==> src/rtl/spi_slave_frame_ctrl.sv <==
// rtl/spi_slave_frame_ctrl.sv - SPI mode-0 slave framer with RX/TX word handshakes (optional TX path: SPI_SLAVE_TX_EN)
module spi_slave_frame_ctrl #(
    parameter int   DATA_WIDTH = 8,
    parameter logic TX_FILL    = 1'b1
) (
    input  logic                  clk,
    input  logic                  rst,
    input  logic                  spi_sclk,
    input  logic                  spi_cs_n,
    input  logic                  spi_mosi,
    output logic                  spi_miso,
    output logic [DATA_WIDTH-1:0] rx_data,
    output logic                  rx_valid,
    input  logic                  rx_ready,
    output logic                  rx_overrun,
    input  logic [DATA_WIDTH-1:0] tx_data,
    input  logic                  tx_valid,
    output logic                  tx_ready,
    output logic                  tx_underrun,
    output logic                  frame_active,
    output logic                  frame_abort
);

    localparam int              CNT_W = $clog2(DATA_WIDTH);
    localparam logic [CNT_W-1:0] LAST = CNT_W'(DATA_WIDTH - 1);

    typedef enum logic {
        IDLE,
        ACTIVE
    } state_t;

    state_t state_q;
    state_t state_d;

    logic sclk_s1, sclk_s2, sclk_h;
    logic cs_s1, cs_s2, cs_h;
    logic mosi_s1, mosi_s2, mosi_h;

    logic [CNT_W-1:0]      bit_cnt;
    logic [DATA_WIDTH-1:0] rx_shift;
    logic [DATA_WIDTH-1:0] rx_shift_d;

    logic sclk_rise, sclk_fall, cs_rise, cs_fall;
    logic in_active, bit_rise, bit_fall, word_done, word_start, abort_now;

    // Two-flop synchronizers plus a history flop per pin for edge detection
    always_ff @(posedge clk) begin
        if (rst) begin
            sclk_s1 <= 1'b0;
            sclk_s2 <= 1'b0;
            sclk_h  <= 1'b0;
            cs_s1   <= 1'b1;
            cs_s2   <= 1'b1;
            cs_h    <= 1'b1;
            mosi_s1 <= 1'b0;
            mosi_s2 <= 1'b0;
            mosi_h  <= 1'b0;
        end else begin
            sclk_s1 <= spi_sclk;
            sclk_s2 <= sclk_s1;
            sclk_h  <= sclk_s2;
            cs_s1   <= spi_cs_n;
            cs_s2   <= cs_s1;
            cs_h    <= cs_s2;
            mosi_s1 <= spi_mosi;
            mosi_s2 <= mosi_s1;
            mosi_h  <= mosi_s2;
        end
    end

    assign sclk_rise = sclk_s2 & ~sclk_h;
    assign sclk_fall = ~sclk_s2 & sclk_h;
    assign cs_fall   = ~cs_s2 & cs_h;
    assign cs_rise   = cs_s2 & ~cs_h;

    // A chip-select release wins over any sclk event seen in the same cycle
    assign in_active  = (state_q == ACTIVE);
    assign bit_rise   = in_active & sclk_rise & ~cs_rise;
    assign bit_fall   = in_active & sclk_fall & ~cs_rise;
    assign word_done  = bit_rise & (bit_cnt == LAST);
    assign word_start = (~in_active & cs_fall) | word_done;
    assign abort_now  = in_active & cs_rise & (bit_cnt != '0);
    assign rx_shift_d = {rx_shift[DATA_WIDTH-2:0], mosi_s2};

    // Frame state register
    always_ff @(posedge clk) begin
        if (rst) begin
            state_q <= IDLE;
        end else begin
            state_q <= state_d;
        end
    end

    // Frame state transitions: only chip-select edges move the FSM
    always_comb begin
        state_d = state_q;
        case (state_q)
            IDLE:    if (cs_fall) state_d = ACTIVE;
            ACTIVE:  if (cs_rise) state_d = IDLE;
            default: state_d = IDLE;
        endcase
    end

    assign frame_active = in_active;

    // RX bit counting, word capture, consumer handshake and status pulses
    always_ff @(posedge clk) begin
        if (rst) begin
            bit_cnt     <= '0;
            rx_shift    <= '0;
            rx_data     <= '0;
            rx_valid    <= 1'b0;
            rx_overrun  <= 1'b0;
            frame_abort <= 1'b0;
        end else begin
            rx_overrun  <= 1'b0;
            frame_abort <= abort_now;

            if (!in_active || cs_rise) begin
                bit_cnt <= '0;
            end else if (bit_rise) begin
                rx_shift <= rx_shift_d;
                bit_cnt  <= word_done ? '0 : bit_cnt + 1'b1;
            end

            // A completed word is dropped only if the pending one is not taken this cycle
            if (word_done) begin
                if (rx_valid && !rx_ready) begin
                    rx_overrun <= 1'b1;
                end else begin
                    rx_data  <= rx_shift_d;
                    rx_valid <= 1'b1;
                end
            end else if (rx_valid && rx_ready) begin
                rx_valid <= 1'b0;
            end
        end
    end

    logic unused_mosi_hist;
    assign unused_mosi_hist = mosi_h;

`ifdef SPI_SLAVE_TX_EN
    logic [DATA_WIDTH-1:0] tx_buf;
    logic [DATA_WIDTH-1:0] tx_shift;
    logic                  buf_full;
    logic                  skip_fall;
    logic                  miso_q;
    logic                  underrun_q;

    // TX buffer load, word-start reload of the shifter, and MSB-first shift-out
    always_ff @(posedge clk) begin
        if (rst) begin
            tx_buf     <= '0;
            tx_shift   <= '0;
            buf_full   <= 1'b0;
            skip_fall  <= 1'b0;
            miso_q     <= 1'b0;
            underrun_q <= 1'b0;
        end else begin
            underrun_q <= 1'b0;

            // Load only into an empty buffer, so it never collides with a consume
            if (tx_valid && !buf_full) begin
                tx_buf   <= tx_data;
                buf_full <= 1'b1;
            end

            if (word_start) begin
                // After a wrap the new MSB is already on the pin; the next fall must not shift it away
                skip_fall <= word_done;
                if (buf_full) begin
                    tx_shift <= tx_buf;
                    miso_q   <= tx_buf[DATA_WIDTH-1];
                    buf_full <= 1'b0;
                end else begin
                    tx_shift   <= {DATA_WIDTH{TX_FILL}};
                    miso_q     <= TX_FILL;
                    underrun_q <= 1'b1;
                end
            end else if (bit_fall) begin
                if (skip_fall) begin
                    skip_fall <= 1'b0;
                end else begin
                    tx_shift <= {tx_shift[DATA_WIDTH-2:0], 1'b0};
                    miso_q   <= tx_shift[DATA_WIDTH-2];
                end
            end
        end
    end

    assign spi_miso    = miso_q;
    assign tx_ready    = ~buf_full;
    assign tx_underrun = underrun_q;
`else
    logic unused_tx;
    assign unused_tx   = ^{tx_data, tx_valid, word_start, bit_fall};

    assign spi_miso    = 1'b0;
    assign tx_ready    = 1'b0;
    assign tx_underrun = 1'b0;
`endif

endmodule

==> config.mk <==
export PLATFORM = sky130hd
export DESIGN_NAME = spi_slave_frame_ctrl
export DESIGN_NICKNAME = d
export VERILOG_FILES = /design/src/rtl/spi_slave_frame_ctrl.sv
export SDC_FILE = /design/constraint.sdc
export NUM_CORES = 1
export LEC_CHECK = 0
export BUFFER_PORTS_ARGS = -buffer_cell sky130_fd_sc_hd__buf_2
export CAP_MARGIN = 20
export CORE_MARGIN = 2
export CORE_UTILIZATION = 30
export DETAILED_ROUTE_END_ITERATION = 7
export PLACE_DENSITY = 0.47
export SLEW_MARGIN = 40
export SYNTH_ARGS = -nofsm -noshare
export SYNTH_HDL_FRONTEND = slang
export SYNTH_SLANG_ARGS = --single-unit
==> constraint.sdc <==
create_clock -name clk -period 1.5 [get_ports clk]
set_clock_uncertainty 0.1 [all_clocks]
set_input_delay 0.15 -clock clk [delete_from_list [all_inputs] [get_ports clk]]
set_output_delay 0.15 -clock clk [all_outputs]
set_load 0.02 [all_outputs]
==> Yosys cells after proc, flatten, opt, wreduce, memory -nomap -nowiden <==
Cells that the tools add are included.
{ "totals": {"mem_count": 0, "reg_bits": 30, "latch_bits": 0, "mem_bits_rw": 0, "mem_bits_ro": 0} }
{ "op_classes": {"n_bitwise": 16, "n_reduce_logical": 12, "n_eq_ne": 2, "n_addsub": 1, "n_shift": 0, "mul": 0, "mux": 8, "magnitude_cmp": 0, "n_div": 0} }
{ "ops": {"columns": ["cell", "n"], "rows": [
  ["$and 1x1->1", 8],
  ["$not 1->1", 8],
  ["$mux 1", 6],
  ["$reduce_and 2->1", 3],
  ["$reduce_or 2->1", 2],
  ["$add 3x1->3 const B", 1],
  ["$eq 3x3->1 const B", 1],
  ["$mux 3", 1],
  ["$reduce_bool 3->1", 1],
  ["$logic_and 1x1->1", 2],
  ["$logic_not 1->1", 2],
  ["$ne 2x2->1 const B", 1],
  ["$pmux 1 s2", 1],
  ["$reduce_bool 2->1", 1],
  ["$logic_or 1x1->1", 1]
]} }

==> Longest topological paths before layout <==
{ "logic_depth": {"ltp_word": 7, "depth_mapped": 5, "mapped_depth_nobuf": 5} }

==> Least setup slack after synthesis <==
Ideal clock, no wire load.
{ "synth_path": {"path_type": "reg-to-reg", "start": "register state_q (netlist: frame_active)", "end": "register rx_shift[5]", "path_stages_with_launch": 6, "t_arrival_ns": 1.177, "setup_slack_ns": 0.151, "required_time_ns": 1.328, "period_less_slack_ns": 1.349, "path_cell_list": "dfxtp_1 -> and3b_1 -> buf_6 -> and2_4 -> buf_6 -> mux2i_1"} }
{ "synth_via": {"elab_chain_len": 4} }
{ "synth_lines": {"columns": ["element", "line", "source"], "rows": [
  ["start, declared", "32", "state_t state_q;"],
  ["start signal, assigned", "90", "state_q <= state_d;"],
  ["parallel branches: the longest is 3 deep, another holds $and 1x1->1", null, null],
  ["$reduce_and 2->1 (no line) (*)", null, null],
  ["end signal, assigned", "122", "rx_shift <= rx_shift_d;"],
  ["end, declared", "40", "logic [DATA_WIDTH-1:0] rx_shift;"]
]} }
Mark *: on every way between the ends.
A chain may end at the register's enable or synchronous reset.

==> Worst setup path in the final report <==
{ "layout_path": {"start": "register bit_cnt[0]", "end": "register rx_data[7]"} }
{ "layout_via": {"elab_chain_len": 3} }
{ "layout_lines": {"columns": ["element", "line", "source"], "rows": [
  ["start, declared", "39", "logic [CNT_W-1:0] bit_cnt;"],
  ["start signal, assigned", "123", "bit_cnt <= word_done ? '0 : bit_cnt + 1'b1;"],
  ["$eq 3x3->1", "80", "assign word_done = bit_rise & (bit_cnt == LAST);"],
  ["$and 1x1->1", "80", null],
  ["$reduce_and 2->1 (no line)", null, null],
  ["end signal, assigned", "131", "rx_data <= rx_shift_d;"],
  ["end, declared", "12", "output logic [DATA_WIDTH-1:0] rx_data,"]
]} }
Every way passes these cells.

==> out/summary.txt <==
Main area contributors after synthesis -> dfxtp_1 51%, mux2i_1 13%, nand2b_1 9.5%, nor2b_1 4.2%, ha_1 3.2%
First-pass GRT wire length -> 3249 um
Total vias in the final route -> 770
Sw Ratio -> 20.27%
Maximum vdd drop -> 0.4882 mV
# diodes -> 0
Cells after synthesis -> 109
FILL cells -> 387
Most area-hungry cell type in the Yosys netlist -> dfxtp_1
Int Pwr -> 0.001203 W
Reg-to-reg slack, setup -> 0.14 ns
Crit path largest cell delay -> 0.35 ns
Antenna violations before repair -> 0
Slowest CP cell -> dfxtp_1
Async S/R FF share, synth -> 0%
Htree depth -> 2
DR DRC count -> 0
Reg2Reg Launch Point -> bit_cnt[0]$_SDFFE_PP0P_
Layout area overhead -> 20.51%
Final worst path period need -> 1.358 ns
Status -> finished, final reports clean
Post-synth cell types -> 25
Max FO, Critical Path -> 4
Final hold viol count -> 0
Largest net degree at the start of global routing -> 28
CTS buffer count -> 5
Area of the multi-input gates -> 521.8 um^2
Slew Viols, Final -> 0
Num Clock Sinks -> 30
Sequential area share after synthesis -> 50.74%
Vias/cell -> 4.231
Register area -> 600.6 um^2
Root buf cell -> clkbuf_8
GR Overflow Total -> 0
Crit Path Class -> reg2reg
DPL Wire Length -> 1359 um
1st-iter DRT viols -> 22
Share of layout cells above drive strength 1 -> 26.87%
Post-CTS setup buffers -> 0
Vert. Die Dim -> 66.81 um
Die width -> 66.81 um
Post-Route WL -> 1915 um
PD cells -> 1058 mW/mm^2
Post-Route Utilization -> 38.38%
RePlAce Congestion -> 0.6651
Tcrit/Tclk final -> 90.53%
Seq cells post-synth -> 30
CP cell instances -> ha_1 -> ha_2 -> and4_1 -> mux2i_1
CTS tree -> yes
Critical Path RT -> 1.60 ns
GRT Util Overall -> 10.26%
Core region area -> 0.003716 mm^2
WHS Endpoint -> rx_overrun$_SDFF_PP0_
Clk buf depth -> 2
Peak Freq -> 736.4 MHz
Hold Path Class -> in2reg
Crit. End Element -> flop
Mean Syn Cell Area -> 10.86 um^2
Cells on worst reg2reg path -> 4
Net Sw Power -> 0.0003060 W
Synth cell count leaders -> 30 x dfxtp_1, 18 x nand2b_1, 15 x mux2i_1
Crit path launch type -> flop
Sequential share of power -> 53.7%
Post-Syn Area -> 0.001184 mm^2
Final net count -> 151
Initial Utilization -> 31.85%
Vias in the first global route -> 742
Clk pwr share -> 42.6%
Synth warn -> 0
Static Leak -> 0.6178 nW
Area fraction of the dominant cell type after synthesis -> 50.74%
Total Neg Setup Slack -> 0 ns
Data arrival time of the worst path -> 1.46 ns
Most common cell in the netlist -> dfxtp_1
I/O pin count -> 30
DRT Pass-1 Iters -> 4
Main flop type after synthesis -> dfxtp_1
Hold_sp -> rx_ready
Clk Latency, worst-skew pair -> 0.27 ns
Logic pwr share -> 3.7%
EDFF count, synth -> 0
WL per Instance -> 10.52 um
Row count -> 22
Critical R2R Capture -> rx_data[7]$_SDFFE_PP0P_
Max Cap Violations -> 0
Final setup viols -> 0
DRT antenna net count -> 0
RSZ-0062 raised after global routing -> no
Port Buf Inserts -> 17
Die area -> 0.004464 mm^2
Number of cells on the worst hold path -> 3
CTS clk-pin slew, worst paths -> 0.06 ns
==> placed cells by master (no fill, tap or decap) <==
cell | synthesis | layout
nand4_1 | 3 | 3
buf_4 | 3 | 3
ha_2 | 0 | 1
ha_1 | 3 | 2
nor2_1 | 2 | 2
or2_2 | 3 | 3
a21oi_1 | 1 | 1
nor3_1 | 1 | 1
and3b_2 | 0 | 1
nand4_4 | 1 | 1
inv_1 | 4 | 4
o21ai_0 | 2 | 2
nand3_1 | 2 | 2
buf_2 | 1 | 17
mux2i_1 | 15 | 15
nor2b_1 | 8 | 8
nand2b_1 | 18 | 18
and4_1 | 1 | 1
dfxtp_1 | 30 | 30
nand2_1 | 1 | 1
o21ai_1 | 1 | 1
clkbuf_8 | 0 | 6
conb_1 | 1 | 3
dlygate4sd3_1 | 0 | 3
clkbuf_1 | 2 | 1
o31ai_2 | 2 | 2
clkinv_2 | 0 | 1
and2_4 | 1 | 1
==> state kept, by name, indices dropped and copies added, names as in the netlist <==
name          count
mosi_s1           1
frame_abort       1
frame_active      1
cs_s2             1
rx_data           8
bit_cnt           3
sclk_s2           1
sclk_s1           1
rx_overrun        1
rx_shift          7
mosi_s2           1
sclk_h            1
cs_s1             1
cs_h              1
rx_valid          1
==> worst max path at each step <==
stage	cells past startpoint	endpoint	start	slack (ns)
after global placement	4	rx_data[7]$_SDFFE_PP0P_	bit_cnt[0]$_SDFFE_PP0P_	0.09
final	4	rx_data[7]$_SDFFE_PP0P_	bit_cnt[0]$_SDFFE_PP0P_	0.14
after detailed placement	6	bit_cnt[2]$_SDFFE_PP0P_	bit_cnt[0]$_SDFFE_PP0P_	0.08
after global routing	6	bit_cnt[1]$_SDFFE_PP0P_	bit_cnt[0]$_SDFFE_PP0P_	0.05
after floorplan	5	rx_shift[5]$_SDFFE_PP0P_	frame_active$_SDFF_PP0_	0.15
after CTS	4	rx_data[7]$_SDFFE_PP0P_	bit_cnt[0]$_SDFFE_PP0P_	0.07
==> through the flow <==
stage | power [W] | hold WS [ns] | area, um^2 | setup slack [ns] | std cells
2_1_floorplan | 0.0008698 | 0.1538 | 1191 | 0.1511 | 111
3_3_place_gp | 0.0008778 | 0.2350 | 1301 | 0.09025 | 171
3_5_place_dp | 0.0008788 | 0.2360 | 1301 | 0.08256 | 171
4_1_cts | 0.001536 | 0.1760 | 1423 | 0.07430 | 182
5_1_grt | 0.001590 | 0.1963 | 1426 | 0.05111 | 182
6_report | 0.001509 | 0.1817 | 1426 | 0.1420 | 182
==> critical path: cells and delay by family (launching register included) <==
family	cells	cell delay, ns
and+or+nand+nor	1	0.27
DFF	1	0.35
muxes	1	0.20
adders and majority gates	2	0.38
==> cell type report <==
type | count | area share (%)
sequential | 30 | 42.11
clock buffer | 7 | 6.053
multi-input combinational | 69 | 36.58
timing repair buffer | 23 | 9.649
inverter | 4 | 1.053
clock inverter | 1 | 0.3509
tap | 48 | 4.211
==> power by group through the flow <==
stage	logic, W	clock network (W)	registers, W
final	0.0000559	0.000643	0.000811
after floorplan	0.0000405	0	0.000829
after global placement	0.0000496	0	0.000828
after detailed placement	0.0000508	0	0.000828
after global routing	0.0000615	0.000718	0.000811
after CTS	0.0000567	0.000668	0.000810
==> timing repair <==
item	CTS	global route
hold buffers	3	0
resized for setup	0	2
setup endpoints to repair	0	2
hold endpoints to repair	3	0
==> per-layer routing <==
metal  wire length (um)  vias to the layer above  share of wire, %  track usage (%)
met3                101                        4               5.3            4.054
met5                  0                        -                 0                0
li1                   -                      402                 -                -
met4                 40                        0               2.1            6.888
met2                856                       17                45            16.38
met1                917                      347                48            11.12
==> cells by family (layout without fill, tap and decap cells) <==
kind of cell             after synthesis  in the layout  share of synthesized area, %
AO/OA/AOI/OAI                          6              6                         3.804
adder cells (fa/ha/maj)                3              3                         3.172
buffers and inverters                 12             35                         6.130
flip-flops                            30             30                         50.74
multiplexers                          15             15                         12.68
other                                  1              3                        0.3168
AND/OR/NAND/NOR                       42             42                         23.15
No activity file was read; power rests on OpenSTA's default activity.
